### config.mk
export PLATFORM = sky130hd
export DESIGN_NAME = ccff_bitstream_loader
export DESIGN_NICKNAME = d
export VERILOG_FILES = /design/src/rtl/ccff_bitstream_loader.sv
export SDC_FILE = /design/constraint.sdc
export NUM_CORES = 1
export LEC_CHECK = 0
export CAP_MARGIN = 10
export CORE_UTILIZATION = 50
export CTS_CLUSTER_SIZE = 14
export DETAILED_ROUTE_END_ITERATION = 8
export HOLD_SLACK_MARGIN = 0.12
export MAX_ROUTING_LAYER = met4
export PLACE_DENSITY = 0.74
export SYNTH_ARGS = -nofsm -noshare
export SYNTH_HDL_FRONTEND = slang
export SYNTH_SLANG_ARGS = --single-unit
### constraint.sdc
create_clock -name prog_clk -period 1.66 [get_ports prog_clk]
set_input_delay 0.166 -clock prog_clk [delete_from_list [all_inputs] [get_ports prog_clk]]
set_output_delay 0.166 -clock prog_clk [all_outputs]
set_load 0.005 [all_outputs]
### src/rtl/ccff_bitstream_loader.sv
// ccff_bitstream_loader: streams bitstream words LSB-first into a configuration chain.
// Define CCFF_READBACK_CHECK_EN to add a shadow register and a readback verify pass.
module ccff_bitstream_loader #(
  parameter int CHAIN_LEN = 20,
  parameter int WORD_W = 8
) (
  input  logic              prog_clk,
  input  logic              pReset_n,
  input  logic              start,
  input  logic [WORD_W-1:0] bs_data,
  input  logic              bs_valid,
  output logic              bs_ready,
  output logic              ccff_head,
  output logic              ccff_clk_en,
  input  logic              ccff_tail,
  output logic              busy,
  output logic              done,
  output logic              error
);
  localparam int CW = $clog2(CHAIN_LEN + 1);
  localparam int IW = $clog2(CHAIN_LEN);
  localparam int BW = $clog2(WORD_W);
`ifdef CCFF_READBACK_CHECK_EN
  typedef enum logic [1:0] {IDLE, SHIFT, VERIFY, DONE} state_t;
  localparam state_t AFTER_SHIFT = VERIFY;
`else
  typedef enum logic [1:0] {IDLE, SHIFT, DONE} state_t;
  localparam state_t AFTER_SHIFT = DONE;
`endif
  state_t state, state_nxt;
  logic [WORD_W-1:0] word;
  logic word_full;
  logic [BW-1:0] bit_idx;
  logic [CW-1:0] bit_cnt;
  logic shifting, verifying, last, shadow_bit;
`ifdef CCFF_READBACK_CHECK_EN
  logic [CHAIN_LEN-1:0] shadow;
  assign verifying = state == VERIFY;
  assign shadow_bit = shadow[bit_cnt[IW-1:0]];
`else
  logic unused_tail;
  assign unused_tail = ccff_tail;
  assign verifying = 1'b0;
  assign shadow_bit = 1'b0;
  assign error = 1'b0;
`endif
  assign shifting = state == SHIFT && word_full;
  assign last = bit_cnt == CW'(CHAIN_LEN - 1);
  assign bs_ready = state == SHIFT && !word_full && bit_cnt < CW'(CHAIN_LEN);
  assign ccff_clk_en = shifting || verifying;
  assign ccff_head = shifting ? word[bit_idx] : verifying && shadow_bit;
  always_comb
    state_nxt = (state == IDLE && start) ? SHIFT :
                (shifting && last)       ? AFTER_SHIFT :
                (verifying && last)      ? DONE :
                (state == DONE)          ? IDLE : state;
  always_ff @(posedge prog_clk or negedge pReset_n)
    if (!pReset_n) begin
      state <= IDLE;
      busy <= 1'b0;
      done <= 1'b0;
      word <= '0;
      word_full <= 1'b0;
      bit_idx <= '0;
      bit_cnt <= '0;
`ifdef CCFF_READBACK_CHECK_EN
      shadow <= '0;
      error <= 1'b0;
`endif
    end else begin
      state <= state_nxt;
      busy <= state_nxt != IDLE && state_nxt != DONE;
      done <= state_nxt == DONE;
      if (bs_valid && bs_ready) begin
        word <= bs_data;
        word_full <= 1'b1;
        bit_idx <= '0;
      end
      // The final chain bit also drops any unshifted tail of the current word.
      if (shifting) begin
        bit_idx <= bit_idx + BW'(1);
        if (last || bit_idx == BW'(WORD_W - 1)) word_full <= 1'b0;
      end
      if (ccff_clk_en) bit_cnt <= last ? '0 : bit_cnt + CW'(1);
`ifdef CCFF_READBACK_CHECK_EN
      if (shifting) shadow[bit_cnt[IW-1:0]] <= word[bit_idx];
      if (state == IDLE && start) error <= 1'b0;
      else if (verifying && ccff_tail != shadow_bit) error <= 1'b1;
`endif
    end
endmodule
==> flow_summary.yaml, run 1 <==
outcome:
  status: "finished with violations"
  failed_checks: "setup timing"
global_route:
  grt_remaining_overflow: 0
  grt_max_degree: 21
  track_usage_pct: 23.8
  antenna_found_initial: 0
  grt_pass1_wl_um: 3350
  grt_pass1_vias: 770
critical_path:
  critPathMaxFanout: 4
  cp-end-kind: "output port"
  crit_required_ns: 1.49
  slowest_delay_ns: 0.51
  cp.arrival_ns: 1.54
  critPathLaunchType: "flop"
  slowest_stage: "mux4_2"
  crit_path_cell_trace: "mux4_2 > nor2_1 > nor4_2 > buf_2"
  worstSetupPathType: "flop to output port"
routing:
  vias: 748
  wirelength_um: 2070
  drtIter0Drc: 5
  drt_pass1_iterations: 4
  ant_nets: 0
  vias_per_cell: 5.38
  wl_per_cell_um: 14.9
  remaining_drc_errors: 0
floorplan:
  die_h_um: 47.0
  coreArea_sq_um: 1800
  start_util_pct: 56.1
  die_w_um: 47.0
  rows: 15
  dieArea_sq_um: 2210
  ioPinCount: 19
clock_tree:
  path_clk_slew_ns: 0.12
  cts_sinks: 20
  cts_buffers: 3
  clk_path_buf_depth: 2
  postCtsHoldBufs: 0
  root_buffer: "clkbuf_4"
  clk_latency_ns: 0.30
  cts_tree: "yes"
  h-tree-depth: 1
power_and_ir_drop:
  p_seq_share_pct: 34.8
  p_int_w: 0.00175
  switchingPower_w: 0.000926
  power_w: 0.00268
  leakage_nw: 0.659
  powerDensity_nw_per_um2: 1960
  p_sw_share_pct: 34.5
  share_comb_of_total_power_pct: 54.6
  peakVddDrop_v: 0.00116
  clock_power_share_pct: 10.7
synthesis:
  netlist_area_sq_um: 1010
  synth_top_area_share_pct: 49.5
  syn_inst: 79
  synthTopCellsByArea: "dfrtp_1 (50%), mux2_4 (10%), ha_1 (3.7%)"
  synth-seq-area-share_pct: 49.5
  ys_ff_latch: 20
  syn_area_per_cell_sq_um: 12.8
  synth_top_area_cell: "dfrtp_1"
  ys_types: 36
  ys_warn_count: 0
  syn_nets: 95
layout:
  nFillCells: 131
  post_layout_nonfiller_instances: 139
  final_cell_area_sq_um: 1370
  insertedDiodeCount: 0
  final_layout_size_suffix_gt1_share_pct: 40.4
  nets: 131
  syn2layout_area_growth_pct: 35.0
placed_design:
  dp_hpwl_um: 1490
  post-place-cells: 128
  placed_area_sq_um: 1270
  io_buffers: 16
  routabilityCongestion: 0.787
worst_hold_path:
  hold_class: "input pin to async pin"
timing:
  setup_viol: 1
  clock_skew_ns: 0.00553
  rsz0062_at_grt: "yes"
  max_freq_ghz: 0.587
  setup_slack_ns: -0.0422
  fin_crit_ns: 1.70
  setup_tns_ns: -0.0422
  timing.final.crit_share_pct: 103
  hold_violations: 0
  drv_slew: 0
flow_run:
  maxCapViolCount: 0
==> per-layer routing <==
layer  track usage, %  wire (um)  vias up
li1                 -          -      355
met1             25.7        866      373
met2             40.3       1100       16
met3             5.38         73        4
met4             12.6         28        0
met5                -          0        -
==> cell usage in the layout (no fill, tap or decap), types with 2 or more instances in the layout <==
master           count
a31o_2               2
o21ai_0              4
clkbuf_4             3
nand2b_1             2
and2_1               2
a21o_1               2
buf_4               15
nand2_1              5
inv_1                3
ha_1                 3
mux2_4               7
dfrtp_1             20
mux2_2               3
clkdlybuf4s50_1     13
nor2_1               2
==> sequential cells by signal, indices dropped and copies added, names as in the netlist <==
register and flops:
state 2, bit_cnt 5, done 1, bit_idx 3, word 8, word_full 1
==> cell usage after synthesis <==
library cell,n
and2_2,1
nor3b_4,1
nor4_1,1
and2_1,2
mux4_2,1
nor3_1,1
nor3b_1,1
nor3_2,1
o21ai_2,1
xnor2_1,1
nor2_1,2
o21ai_0,4
nand4b_1,1
a21o_1,2
inv_1,3
dfrtp_1,20
nor4bb_1,1
mux2_2,3
conb_1,1
buf_4,1
nand2b_1,2
buf_6,1
nand3_2,1
a31o_2,2
and3_1,1
nand2_1,5
a22o_1,1
mux2i_1,1
a31oi_1,1
a221oi_2,1
mux2_4,7
inv_2,1
nand4_1,1
ha_1,3
a21o_2,1
nand3b_1,1
==> cell type report <==
class,instances,area (sq um),share of cell area [%]
sequential,20,500,36.7
inverter,4,15.0,1.10
timing repair buffer,33,293,21.4
multi-input combinational,53,489,35.8
tap,25,31.3,2.29
clock buffer,4,36.3,2.66
==> power groups by stage <==
stage | Clock [W] | Combinational (W) | Sequential, W
finish | 0.000286 | 0.00146 | 0.000932
global route | 0.000325 | 0.00159 | 0.000964
CTS | 0.000296 | 0.00143 | 0.000926
detailed placement | 0 | 0.00133 | 0.000942
global placement | 0 | 0.00126 | 0.000928
floorplan | 0 | 0.000817 | 0.000914
==> through the flow <==
step | utilization (%) | hold slack, ns | setup slack (ns)
2_1_floorplan | - | -0.130 | 0.341
3_3_place_gp | 70.6 | 0.498 | -0.0932
3_5_place_dp | 70.6 | 0.496 | -0.109
4_1_cts | 75.0 | 0.183 | -0.177
5_1_grt | 75.8 | 0.200 | -0.159
6_report | 75.8 | 0.177 | -0.0422
==> cell families (layout without fill, tap and decap cells) <==
family          Yosys count  in the layout  synth area share [%]
compound gates           13             13                  9.90
buf+inv                   6             41                  3.34
xor+xnor                  1              1                 0.866
fa+ha+maj                 3              3                  3.71
mux                      12             12                  17.0
simple gates             23             23                  15.3
other cells               1              1                 0.371
flops                    20             20                  49.5
==> worst max-delay path, delay by kind of cell, from the launching register on <==
family / cells / cell delay [ns]
flip-flops: 1 / 0.43
AND/OR/NAND/NOR: 2 / 0.18
buffers and inverters: 1 / 0.12
multiplexers: 1 / 0.51
==> timing repair <==
item,4_1_cts,5_1_grt
resized for setup,6,6
setup buffers,5,2
endpoints found under the setup margin,3,2
pin swaps,1,1
==> final timing paths <==
path                             from         end  slack (ns)  cells past startpoint
max                        bit_idx[1]   ccff_head       -0.04                      4
min                          pReset_n  bit_cnt[4]        0.18                      2
max reg2reg                bit_idx[1]  bit_idx[2]        0.06                      6
min reg2reg                   word[3]     word[3]        0.52                      1
max in group asynchronous    pReset_n     word[5]        1.28                      2
min in group prog_clk           start    state[0]        0.44                      3
(Power assumes the default switching activity.)
==> inputs of run 2 (changes only) <==
--- a/config.mk
+++ b/config.mk
@@ -5,6 +5,7 @@
 export SDC_FILE = /design/constraint.sdc
 export NUM_CORES = 1
 export LEC_CHECK = 0
+export ABC_CLOCK_PERIOD_IN_PS = 1660
 export CAP_MARGIN = 10
 export CORE_UTILIZATION = 50
 export CTS_CLUSTER_SIZE = 14
==> results of run 2 <==
Final layout, timing and power as in run 1 (identical DEF).
==> inputs of run 3 (changes only) <==
--- a/config.mk
+++ b/config.mk
@@ -5,7 +5,6 @@
 export SDC_FILE = /design/constraint.sdc
 export NUM_CORES = 1
 export LEC_CHECK = 0
-export ABC_CLOCK_PERIOD_IN_PS = 1660
 export CAP_MARGIN = 10
 export CORE_UTILIZATION = 50
 export CTS_CLUSTER_SIZE = 14
==> results of run 3 <==
Final layout, timing and power as in run 1 (identical DEF).
